File: config.mk
export PLATFORM = sky130hd
export DESIGN_NAME = jk_bank_driver_flat
export DESIGN_NICKNAME = d
export VERILOG_FILES = /design/src/rtl/jk_drv_pkg.sv /design/src/rtl/jk_bank_driver_if.sv /design/src/rtl/jk_excite.sv /design/src/rtl/jk_bank_driver.sv /design/src/flat_wrapper.sv
export SDC_FILE = /design/constraint.sdc
export NUM_CORES = 1
export LEC_CHECK = 0
export ABC_AREA = 1
export CAP_MARGIN = 10
export CORE_MARGIN = 10
export CORE_UTILIZATION = 23
export CTS_CLUSTER_SIZE = 20
export DETAILED_ROUTE_END_ITERATION = 10
export GPL_TIMING_DRIVEN = 0
export PLACE_DENSITY_LB_ADDON = 0.08
export SLEW_MARGIN = 20
export SYNTH_ARGS = -nofsm -noshare
export SYNTH_HDL_FRONTEND = slang
export SYNTH_SLANG_ARGS = --single-unit
File: constraint.sdc
create_clock -name clk -period 1.3 [get_ports clk]
set_input_delay 0.13 -clock clk [delete_from_list [all_inputs] [get_ports clk]]
set_output_delay 0.13 -clock clk [all_outputs]
set_load 0.02 [all_outputs]
File: src/rtl/jk_drv_pkg.sv
// Shared types and counter widths for the JK bank driver.
package jk_drv_pkg;

  localparam int unsigned SettleCntW = 4;
  localparam int unsigned RetryCntW  = 3;

  typedef enum logic [1:0] {
    StIdle,
    StDrive,
    StSettle,
    StCheck
  } state_e;

endpackage

File: src/rtl/jk_bank_driver_if.sv
// Target handshake and flop-bank signals between control FSM, driver and JK bank.
interface jk_bank_driver_if #(
  parameter int unsigned WIDTH = 4
);
  logic             tgt_valid;
  logic             tgt_ready;
  logic [WIDTH-1:0] tgt_data;
  logic [WIDTH-1:0] q_fb;
  logic [WIDTH-1:0] j;
  logic [WIDTH-1:0] k;
  logic             busy;
  logic             done;
  logic             err;

  // Requester/bank side
  modport master (
    output tgt_valid, tgt_data, q_fb,
    input  tgt_ready, j, k, busy, done, err
  );

  // Driver side
  modport slave (
    input  tgt_valid, tgt_data, q_fb,
    output tgt_ready, j, k, busy, done, err
  );
endinterface

File: src/rtl/jk_excite.sv
// JK excitation mapper: (current q, target t) -> (j, k), purely combinational.
// Define JK_TOGGLE_EN to drive changing bits with j=k=1 instead of set/reset.
module jk_excite #(
  parameter int unsigned WIDTH = 4
) (
  input  logic [WIDTH-1:0] q,
  input  logic [WIDTH-1:0] t,
  output logic [WIDTH-1:0] j,
  output logic [WIDTH-1:0] k
);

  // Map each bit independently; unchanged bits always hold (j=k=0)
  always_comb begin
`ifdef JK_TOGGLE_EN
    j = q ^ t;
    k = q ^ t;
`else
    j = ~q & t;
    k = q & ~t;
`endif
  end

endmodule

File: src/rtl/jk_bank_driver.sv
// Drives a bank of JK flops toward a requested target, reads Q back and
// retries up to MAX_RETRY times. Toggle encoding selectable via JK_TOGGLE_EN.
module jk_bank_driver
  import jk_drv_pkg::*;
#(
  parameter int unsigned WIDTH      = 4,
  parameter int unsigned SETTLE_CYC = 1,
  parameter int unsigned MAX_RETRY  = 2
) (
  input  logic              clk,
  input  logic              rst,
  jk_bank_driver_if.slave   bus
);

  state_e                state_q, state_d;
  logic [WIDTH-1:0]      tgt_q, tgt_d;
  logic [WIDTH-1:0]      j_q, j_d, k_q, k_d;
  logic [SettleCntW-1:0] settle_q, settle_d;
  logic [RetryCntW-1:0]  retry_q, retry_d;
  logic                  done_q, done_d, err_q, err_d;

  logic [WIDTH-1:0]      exc_t, exc_j, exc_k;

  // In IDLE the excitation is taken from the incoming request, later from the captured target
  assign exc_t = (state_q == StIdle) ? bus.tgt_data : tgt_q;

  jk_excite #(
    .WIDTH (WIDTH)
  ) u_excite (
    .q (bus.q_fb),
    .t (exc_t),
    .j (exc_j),
    .k (exc_k)
  );

  // Next-state and registered-output logic
  always_comb begin
    state_d  = state_q;
    tgt_d    = tgt_q;
    j_d      = '0;
    k_d      = '0;
    settle_d = settle_q;
    retry_d  = retry_q;
    done_d   = 1'b0;
    err_d    = 1'b0;
    unique case (state_q)
      StIdle: begin
        if (bus.tgt_valid) begin
          tgt_d   = bus.tgt_data;
          j_d     = exc_j;
          k_d     = exc_k;
          retry_d = '0;
          state_d = StDrive;
        end
      end
      StDrive: begin
        settle_d = '0;
        state_d  = StSettle;
      end
      StSettle: begin
        if (settle_q == SettleCntW'(SETTLE_CYC - 1)) begin
          state_d = StCheck;
        end else begin
          settle_d = settle_q + SettleCntW'(1);
        end
      end
      StCheck: begin
        if (bus.q_fb == tgt_q) begin
          done_d  = 1'b1;
          state_d = StIdle;
        end else if (retry_q < RetryCntW'(MAX_RETRY)) begin
          retry_d = retry_q + RetryCntW'(1);
          j_d     = exc_j;
          k_d     = exc_k;
          state_d = StDrive;
        end else begin
          done_d  = 1'b1;
          err_d   = 1'b1;
          state_d = StIdle;
        end
      end
      default: state_d = StIdle;
    endcase
  end

  // State and output registers with synchronous reset
  always_ff @(posedge clk) begin
    if (rst) begin
      state_q  <= StIdle;
      tgt_q    <= '0;
      j_q      <= '0;
      k_q      <= '0;
      settle_q <= '0;
      retry_q  <= '0;
      done_q   <= 1'b0;
      err_q    <= 1'b0;
    end else begin
      state_q  <= state_d;
      tgt_q    <= tgt_d;
      j_q      <= j_d;
      k_q      <= k_d;
      settle_q <= settle_d;
      retry_q  <= retry_d;
      done_q   <= done_d;
      err_q    <= err_d;
    end
  end

  assign bus.tgt_ready = (state_q == StIdle) && !rst;
  assign bus.busy      = (state_q != StIdle);
  assign bus.j         = j_q;
  assign bus.k         = k_q;
  assign bus.done      = done_q;
  assign bus.err       = err_q;

endmodule

File: src/flat_wrapper.sv
// flat-port wrapper written by rule: the top's interface ports become plain ports
module jk_bank_driver_flat import jk_drv_pkg::*;
#(
  parameter int unsigned WIDTH      = 4,
  parameter int unsigned SETTLE_CYC = 1,
  parameter int unsigned MAX_RETRY  = 2
)
  (clk, rst, bus_tgt_valid, bus_tgt_data, bus_q_fb, bus_tgt_ready, bus_j, bus_k, bus_busy, bus_done, bus_err);
  jk_bank_driver_if #(.WIDTH(WIDTH)) bus_i ();
  input  logic clk;
  input  logic rst;
  input wire logic [$bits(bus_i.tgt_valid)-1:0] bus_tgt_valid;
  input wire logic [$bits(bus_i.tgt_data)-1:0] bus_tgt_data;
  input wire logic [$bits(bus_i.q_fb)-1:0] bus_q_fb;
  output wire logic [$bits(bus_i.tgt_ready)-1:0] bus_tgt_ready;
  output wire logic [$bits(bus_i.j)-1:0] bus_j;
  output wire logic [$bits(bus_i.k)-1:0] bus_k;
  output wire logic [$bits(bus_i.busy)-1:0] bus_busy;
  output wire logic [$bits(bus_i.done)-1:0] bus_done;
  output wire logic [$bits(bus_i.err)-1:0] bus_err;
  assign bus_i.tgt_valid = bus_tgt_valid;
  assign bus_i.tgt_data = bus_tgt_data;
  assign bus_i.q_fb = bus_q_fb;
  assign bus_tgt_ready = bus_i.tgt_ready;
  assign bus_j = bus_i.j;
  assign bus_k = bus_i.k;
  assign bus_busy = bus_i.busy;
  assign bus_done = bus_i.done;
  assign bus_err = bus_i.err;
  jk_bank_driver #(.WIDTH(WIDTH), .SETTLE_CYC(SETTLE_CYC), .MAX_RETRY(MAX_RETRY)) u_core (.clk(clk), .rst(rst), .bus(bus_i));
endmodule
Word level (Yosys, flattened, before mapping)
Cells that the tools add are included.

storage, ports and cells
  output and inout bits = 12
  register bits = 23
  logic and storage cells = 60

operators by class
  $lt $le $gt $ge = 1
  equal/unequal tests = 9
  add/sub/neg operators = 2
  muxes and demuxes = 22
  reductions and logical operators = 13
  bitwise gates (word level) = 5

operators by type and width
  operator               count
  $mux W4                8
  $pmux W4 S2            3
  $mux W3                3
  $and A4 B4 Y4          2
  $not A4 Y4             2
  $pmux W2 S4            1
  $mux W2                3
  $ne A2 B2 Y1 const B   3
  $pmux W3 S2            1
  $reduce_and A2 Y1      3
  $reduce_bool A2 Y1     3
  $add A4 B1 Y4 const B  1
  $eq A2 B2 Y1 const B   2
  $eq A4 B4 Y1           1
  $logic_not A4 Y1       1
  $ne A2 B1 Y1 const B   2
  $reduce_and A4 Y1      1
  $add A3 B1 Y3 const B  1
  $lt A3 B2 Y1 const B   1
  $mux W1                3
  $reduce_or A3 Y1       1
  $eq A2 B1 Y1 const B   1
  $logic_not A2 Y1       1
  $reduce_or A2 Y1       1
  3 further kinds        3

Logic depth before layout (Yosys ltp)
Gate-level depths: netlist of the first run.

  depth in word-level cells = 7
  gate-level depth with buffers = 9
  gate-level depth less buffers = 9

Hierarchy
From an unflattened synthesis of the first run, not the netlist that was laid out.

second synthesis, totals
  cells, all modules = 173
  area total of the unflattened synthesis = 1187.4 um2

modules (own cells, without submodules)
  module          seq. area each (um2)  cells each  instances  area an instance (um2)
  jk_bank_driver  460.4                 157         1          1127.3
  jk_excite       0.0                   16          1          60.1

Worst setup path after synthesis of the first run
Ideal clock, no wire load.

  kind = register to register
  from = reg u_core.state_q[0]
  to = reg u_core.retry_q[0]
  cell stages (with the launch flop) = 9
  arrival time = 1.351 ns
  library setup time = 0.114 ns
  setup slack = -0.165 ns
  buffers on the path = 0
  path through = dfxtp_1 > inv_1 > ha_1 > inv_2 > nor2_2 > a21oi_2 > nand3_2 > a21oi_1 > nor2_1

on the way
  longest elaborated chain between the ends = 3

RTL lines
  what                                                     RTL line               source
  start: declaration                                       jk_bank_driver.sv:15   state_e state_q, state_d;
  start signal: assignment                                 jk_bank_driver.sv:89   state_q <= StIdle;
  start signal: assignment                                 jk_bank_driver.sv:98   state_q <= state_d;
  $eq A2 B2 Y1 / $logic_not A2 Y1 (equally long branches)  jk_bank_driver.sv:46   unique case (state_q)
  $ne A2 B2 Y1 (no line) (tied with other cells)           --
  $reduce_and A4 Y1 (no line)                              --
  end signal: assignment                                   jk_bank_driver.sv:103  retry_q <= retry_d;
  end: declaration                                         jk_bank_driver.sv:19   logic [RetryCntW-1:0] retry_q, retry_d;

Parallel ways exist; a longest one is shown, timed or not.
A chain may end at the register's enable or synchronous reset.

Worst setup path in the final report of the first run
  from = reg u_core.state_q[0]
  to = out bus_busy

on the way
  longest elaborated chain between the ends = 1

RTL lines
  what                RTL line               source
  $reduce_bool A2 Y1  jk_bank_driver.sv:110  assign bus.busy = (state_q != StIdle);
  end: declaration    flat_wrapper.sv:18     output wire logic [$bits(bus_i.busy)-1:0] bus_busy;

Every way passes these cells.

==> results.yml, run 1 <==
run_status:
  failed_checks: "setup timing"
  status: "complete, but fails checks"
timing:
  setup_violations: 3
  fin_crit_ns: 1.321
  setup_tns_ns: -0.04446
  slew_violations: 0
  rsz0062_at_grt: "true"
  max_freq_ghz: 0.7569
  final.setup.worst_slack_ns: -0.02116
  worst_pin_slew_ns: 0.4136
  relSlewSlack: 0.7214
  period_share: 1.016
  skew_ns: 0.008576
  hold_viol: 0
global_routing:
  antenna_found_initial: 0
  grt_pass1_wl_mm: 4.664
  top_usage_layer: "met2"
  grt_use_met1: 0.06842
  met3_usage: 0.02826
  grtUsageMet2: 0.1283
  grt_max_degree: 14
  grt_usage: 0.07071
  grt_pass1_vias: 1007
  grt_overflow: 0
yosys:
  synth.most_common_cell: "nand2_1"
  async_reset_ff_frac: 0
  synth_area_leaders: "dfxtp_1, nand2_1, ha_1"
  ys_seq_elements: 23
  synth_top_area_frac: 0.4048
  synth_edf_count: 0
  synth_warnings: 0
  synthTopCellsByCount: "nand2_1, dfxtp_1, inv_1"
  ys_types: 22
  yosysTopAreaCell: "dfxtp_1"
  ys_seq_area_frac: 0.4048
  synthFlopType: "dfxtp_1"
  syn_area_per_cell_um2: 7.244
  synth_fp_nets: 176
  netlist_instances: 157
  netlist_area_um2: 1137
routing:
  drt-initial-drc-count: 59
  vias: 1067
  avgViaCountPerCell: 4.152
  routed_wl_mm: 2.846
  drt_first_pass_iters: 4
  drc_errors: 0
  ant_nets: 0
  avgRoutedWirePerCell_um: 11.07
power:
  finalPower_mw: 3.206
  power.leakage_nw: 0.7148
  pwr_density_cell_nw_per_um2: 1911
  ir_worst_vdd_v: 0.0005672
worst_setup_path:
  crit_type: "reg2out"
  rr_worst_depth: 8
  cp.required_ns: 1.17
  cp_data_arrival_time_ns: 1.19
  crit_path_start_kind: "flip-flop"
  cp_max_fo: 6
  worstSetupEndpointType: "primary output"
cts:
  cts_max_path_buffers: 2
  insertion_delay_ns: 0.27
  path_clk_slew_ns: 0.09
  cts_root_buffer: "clkbuf_8"
  cts_inserted_buffers: 3
  cts_tree: "built"
  htree_levels: 1
  cts_sinks: 23
  cts.hold.buffers_added: 0
final_layout:
  seqCellArea_um2: 471.7
  multi_input_area_um2: 696.9
  layout.cells.non_filler: 257
  fin_util: 0.3529
  fin_nets: 210
  nFillCells: 521
  num_antenna_cells: 0
  area_delta_synth_final_pct: 47.52
  drive_gt1_frac: 0.2895
hold_path:
  whs_path_depth: 2
  hp-class: "in2reg"
placement:
  gp_congestion: 0.7487
  io_buffers: 21
  dp_slack_ns: -0.3154
  dp_hpwl_mm: 2.100
  dp_cells: 245
die:
  core_um2: 4755
  die_area_um2: 8158
  die_h_um: 90.32
  initial_core_util: 0.2392
  ios: 23
  die_w_um: 90.32
  rows: 25
flow_run:
  maxCapViolations: 0
[cells by family after synthesis]
family,synth area share
fa+ha+maj,0.08801
xor+xnor,0.007702
buf+inv,0.08911
simple gates,0.2783
compound gates,0.1320
flops,0.4048
[power by group]
part | switching [mW] | internal [mW] | total [mW]
Combinational | 1.03 | 0.777 | 1.80
Clock | 0.239 | 0.214 | 0.454
Sequential | 0.100 | 0.850 | 0.950
[registers in the layout, summed over array words and instances (netlist names)]
| name | cells |
|---|---|
| u_core.retry_q | 3 |
| u_core.settle_q | 4 |
| u_core.bus.err | 1 |
| u_core.tgt_q | 4 |
| u_core.state_q | 2 |
| u_core.bus.k | 4 |
| u_core.bus.j | 4 |
| u_core.bus.done | 1 |
[final timing paths]
check                      from                  to  slack (ns)
max           u_core.state_q[0]            bus_busy       -0.02
min                         rst   u_core.state_q[0]        0.07
max reg2reg   u_core.state_q[0]   u_core.retry_q[0]       -0.01
min reg2reg  u_core.settle_q[0]  u_core.settle_q[0]        0.47
[cell type report]
class                      count  area share
clock inverter                 1    0.002983
inverter                      24     0.06413
buffer                         1    0.006711
multi-input combinational    109      0.4154
tap                           67     0.04996
clock buffer                   3     0.02461
timing repair buffer          29      0.1551
sequential                    23      0.2811
[worst max-delay path, cell delays in order (launching register included)]
cell     delay [ns]
dfxtp_4        0.38
inv_4          0.07
ha_4           0.17
inv_8          0.05
buf_4          0.13
buf_6          0.12
[routing by layer]
layer  up-vias  part of all wire
met4         0             0.015
met5         -                 0
li1        569                 -
met1       480              0.42
met3         4             0.043
met2        14              0.52
[layout by cell type (no fill, tap or decap), types with 2 or more instances in the layout]
| master | n |
|---|---|
| dfxtp_4 | 2 |
| o21ai_0 | 5 |
| buf_4 | 8 |
| o21ai_2 | 4 |
| o21ai_1 | 2 |
| nor2_1 | 13 |
| inv_1 | 16 |
| clkdlybuf4s50_1 | 9 |
| a21oi_1 | 10 |
| nor3_2 | 4 |
| clkbuf_8 | 3 |
| ha_1 | 5 |
| buf_6 | 3 |
| nand2_1 | 31 |
| dlygate4sd2_1 | 10 |
| nand3_1 | 8 |
| a21oi_2 | 2 |
| nand4_1 | 2 |
| nand2_2 | 5 |
| inv_4 | 2 |
| nor2_4 | 3 |
| ha_4 | 2 |
| inv_2 | 4 |
| a211oi_1 | 2 |
| dfxtp_1 | 18 |
| dfxtp_2 | 3 |
[stage by stage]
step	area (µm²)	hold WS, ns
floorplan	1156	0.2633
global placement	1450	0.3612
detailed placement	1450	0.3599
CTS	1536	0.06201
global route	1678	0.07655
finish	1678	0.07011
[repair_timing]
item                       CTS  global route
setup buffers                5             3
setup endpoints to repair   28            19
pin swaps                    4            10
gates resized for setup     30            39
gates cloned                 0             0
Power figures use the tool's default switching activity.
==> inputs of run 2 (changes only) <==
GPL_ROUTABILITY_DRIVEN = 0   (was default)
==> results of run 2 <==
Final layout, timing and power as in run 1 (identical DEF).
==> inputs of run 3 (changes only) <==
PLACE_DENSITY_LB_ADDON = default   (was 0.08)
==> run 3 against run 2 <==
Net effect:
- the flow still finishes with violations (setup timing)
- critical endpoint is now u_core.retry_q[0]
- non-clock buffer count rose by 5
- setup slack improved by 0.0061 ns
- largest cell class unchanged
- sequential power barely moved
- maximum frequency rose by 0.47%
- first-iteration DRC count fell by 3.4%
- core utilization rose by 1.4 points
==> results.yml, run 3 (synthesis results as in run 1) <==
run_status:
  status: "complete, but fails checks"
  failed_checks: "setup timing"
worst_setup_path:
  worst-path-buf-inv: 2
  path_cells: "buf_4 -> ha_4 -> inv_2 -> a21oi_4 -> nand3_4 -> a21oi_2 -> nor2_1"
  crit_path_start_kind: "flip-flop"
  crit_path_max_incr_delay_ns: 0.38
  cp_data_arrival_time_ns: 1.48
  cp-startpoint: "u_core.state_q[0]"
  worstSetupEndpointType: "flip-flop"
  worstReg2RegEnd: "u_core.retry_q[0]"
  r2r-start: "u_core.state_q[0]"
  r2r_slack_ns: -0.02
  cp.required_ns: 1.46
  rr_worst_depth: 7
  crit_family: "flip-flops"
  cp_max_fo: 7
  crit_type: "reg2reg"
  cp.depth: 7
  slowest_stage: "dfxtp_4"
  setup.worst_path.end: "u_core.retry_q[0]"
timing:
  relSlewSlack: 0.8229
  hold_viol: 0
  setup_violations: 2
  rsz0062_at_grt: "true"
  final.setup.worst_slack_ns: -0.01503
  worst_pin_slew_ns: 0.2639
  max_freq_ghz: 0.7604
  period_share: 1.012
  fin_crit_ns: 1.315
  slew_violations: 0
  skew_ns: 0.001754
global_routing:
  grt_pass1_vias: 1035
  grt_pass1_wl_mm: 4.609
  grt_usage: 0.06587
  grt_overflow: 0
  antenna_found_initial: 0
  grt_max_degree: 14
cts:
  cts_root_buffer: "clkbuf_8"
  cts_max_path_buffers: 2
  insertion_delay_ns: 0.26
  htree_levels: 1
  path_clk_slew_ns: 0.08
  cts.hold.buffers_added: 0
  cts_sinks: 23
  cts_tree: "built"
  cts_inserted_buffers: 3
die:
  core_um2: 4755
  die_h_um: 90.32
  rows: 25
  initial_core_util: 0.2392
  die_w_um: 90.32
  ios: 23
  die_area_um2: 8158
final_layout:
  area_delta_synth_final_pct: 53.58
  layout_commonest_cell: "nand2_1"
  drive_gt1_frac: 0.3385
  fin_nets: 215
  mostFrequentLayoutCells: "nand2_1, dfxtp_1, inv_1"
  layout.cells.non_filler: 262
  num_antenna_cells: 0
routing:
  drt-initial-drc-count: 57
  avgViaCountPerCell: 4.084
  ant_nets: 0
  vias: 1070
  drc_errors: 0
  routed_wl_mm: 2.761
  drt_first_pass_iters: 4
  avgRoutedWirePerCell_um: 10.54
flow_run:
  maxCapViolations: 0
power:
  power.leakage_nw: 0.7694
  finalPower_mw: 3.187
  pwr_density_cell_nw_per_um2: 1825
  ir_worst_vdd_v: 0.0008377
hold_path:
  hp-class: "in2reg"
placement:
  dp_cells: 245
  io_buffers: 21
  dp_hpwl_mm: 1.863
[run 3: cell types whose count changed in the layout (fill, tap and decap cells not counted), sizes merged]
cell,before,now
clkinv,2,1
clkdlybuf4s50,9,7
dlymetal6s2s,0,2
buf,11,16
inv,23,24
[run 3: routing by layer]
metal,up-vias,routed length (µm),track usage
met5,-,0,0
met4,0,14,0.01592
met3,2,129,0.02826
met2,16,1395,0.1047
met1,473,1222,0.07971
li1,579,-,-
[run 3: layout make-up]
type	count	area (µm²)
Buffer	1	11.26
Clock buffer	3	41.29
Clock inverter	1	5.005
Fill cell	506	3008
Inverter	24	102.6
Multi-Input combinational cell	109	728.2
Sequential cell	23	471.7
Tap cell	67	83.83
Timing Repair Buffer	34	302.8
[run 3: worst min path at each step]
stage                     start            endpoint  slack (ns)  cells past startpoint
finish                      rst  u_core.settle_q[1]        0.09                      2
global route                rst  u_core.settle_q[3]        0.08                      2
CTS                         rst   u_core.state_q[0]        0.07                      2
detailed placement          rst   u_core.state_q[0]        0.36                      2
global placement            rst   u_core.state_q[0]        0.35                      2
floorplan           bus_q_fb[3]     u_core.bus.k[3]        0.26                      2
[run 3: where the power goes]
part,switching (mW),internal (mW)
registers,0.0992,0.849
logic,1.01,0.794
clock network,0.225,0.214
[run 3: repair_timing]
item	in CTS	in global routing
pin swaps	2	11
gates resized for setup	37	40
buffers inserted	4	9
hold endpoints to repair	0	0
endpoints found under the setup margin	28	20
[run 3: stage by stage]
| step | hold WS (ns) | setup TNS [ns] | utilization | area (µm²) | setup WS (ns) |
|---|---|---|---|---|---|
| floorplan | 0.2633 | 0 | - | 1156 | 0.002309 |
| detailed placement | 0.3596 | -3.356 | 0.3050 | 1450 | -0.2566 |
| global placement | 0.3498 | -3.575 | 0.3050 | 1450 | -0.2704 |
| global route | 0.08378 | -0.3571 | 0.3674 | 1747 | -0.07636 |
| CTS | 0.07147 | -0.002848 | 0.3263 | 1551 | -0.002848 |
| finish | 0.08757 | -0.01627 | 0.3674 | 1747 | -0.01503 |
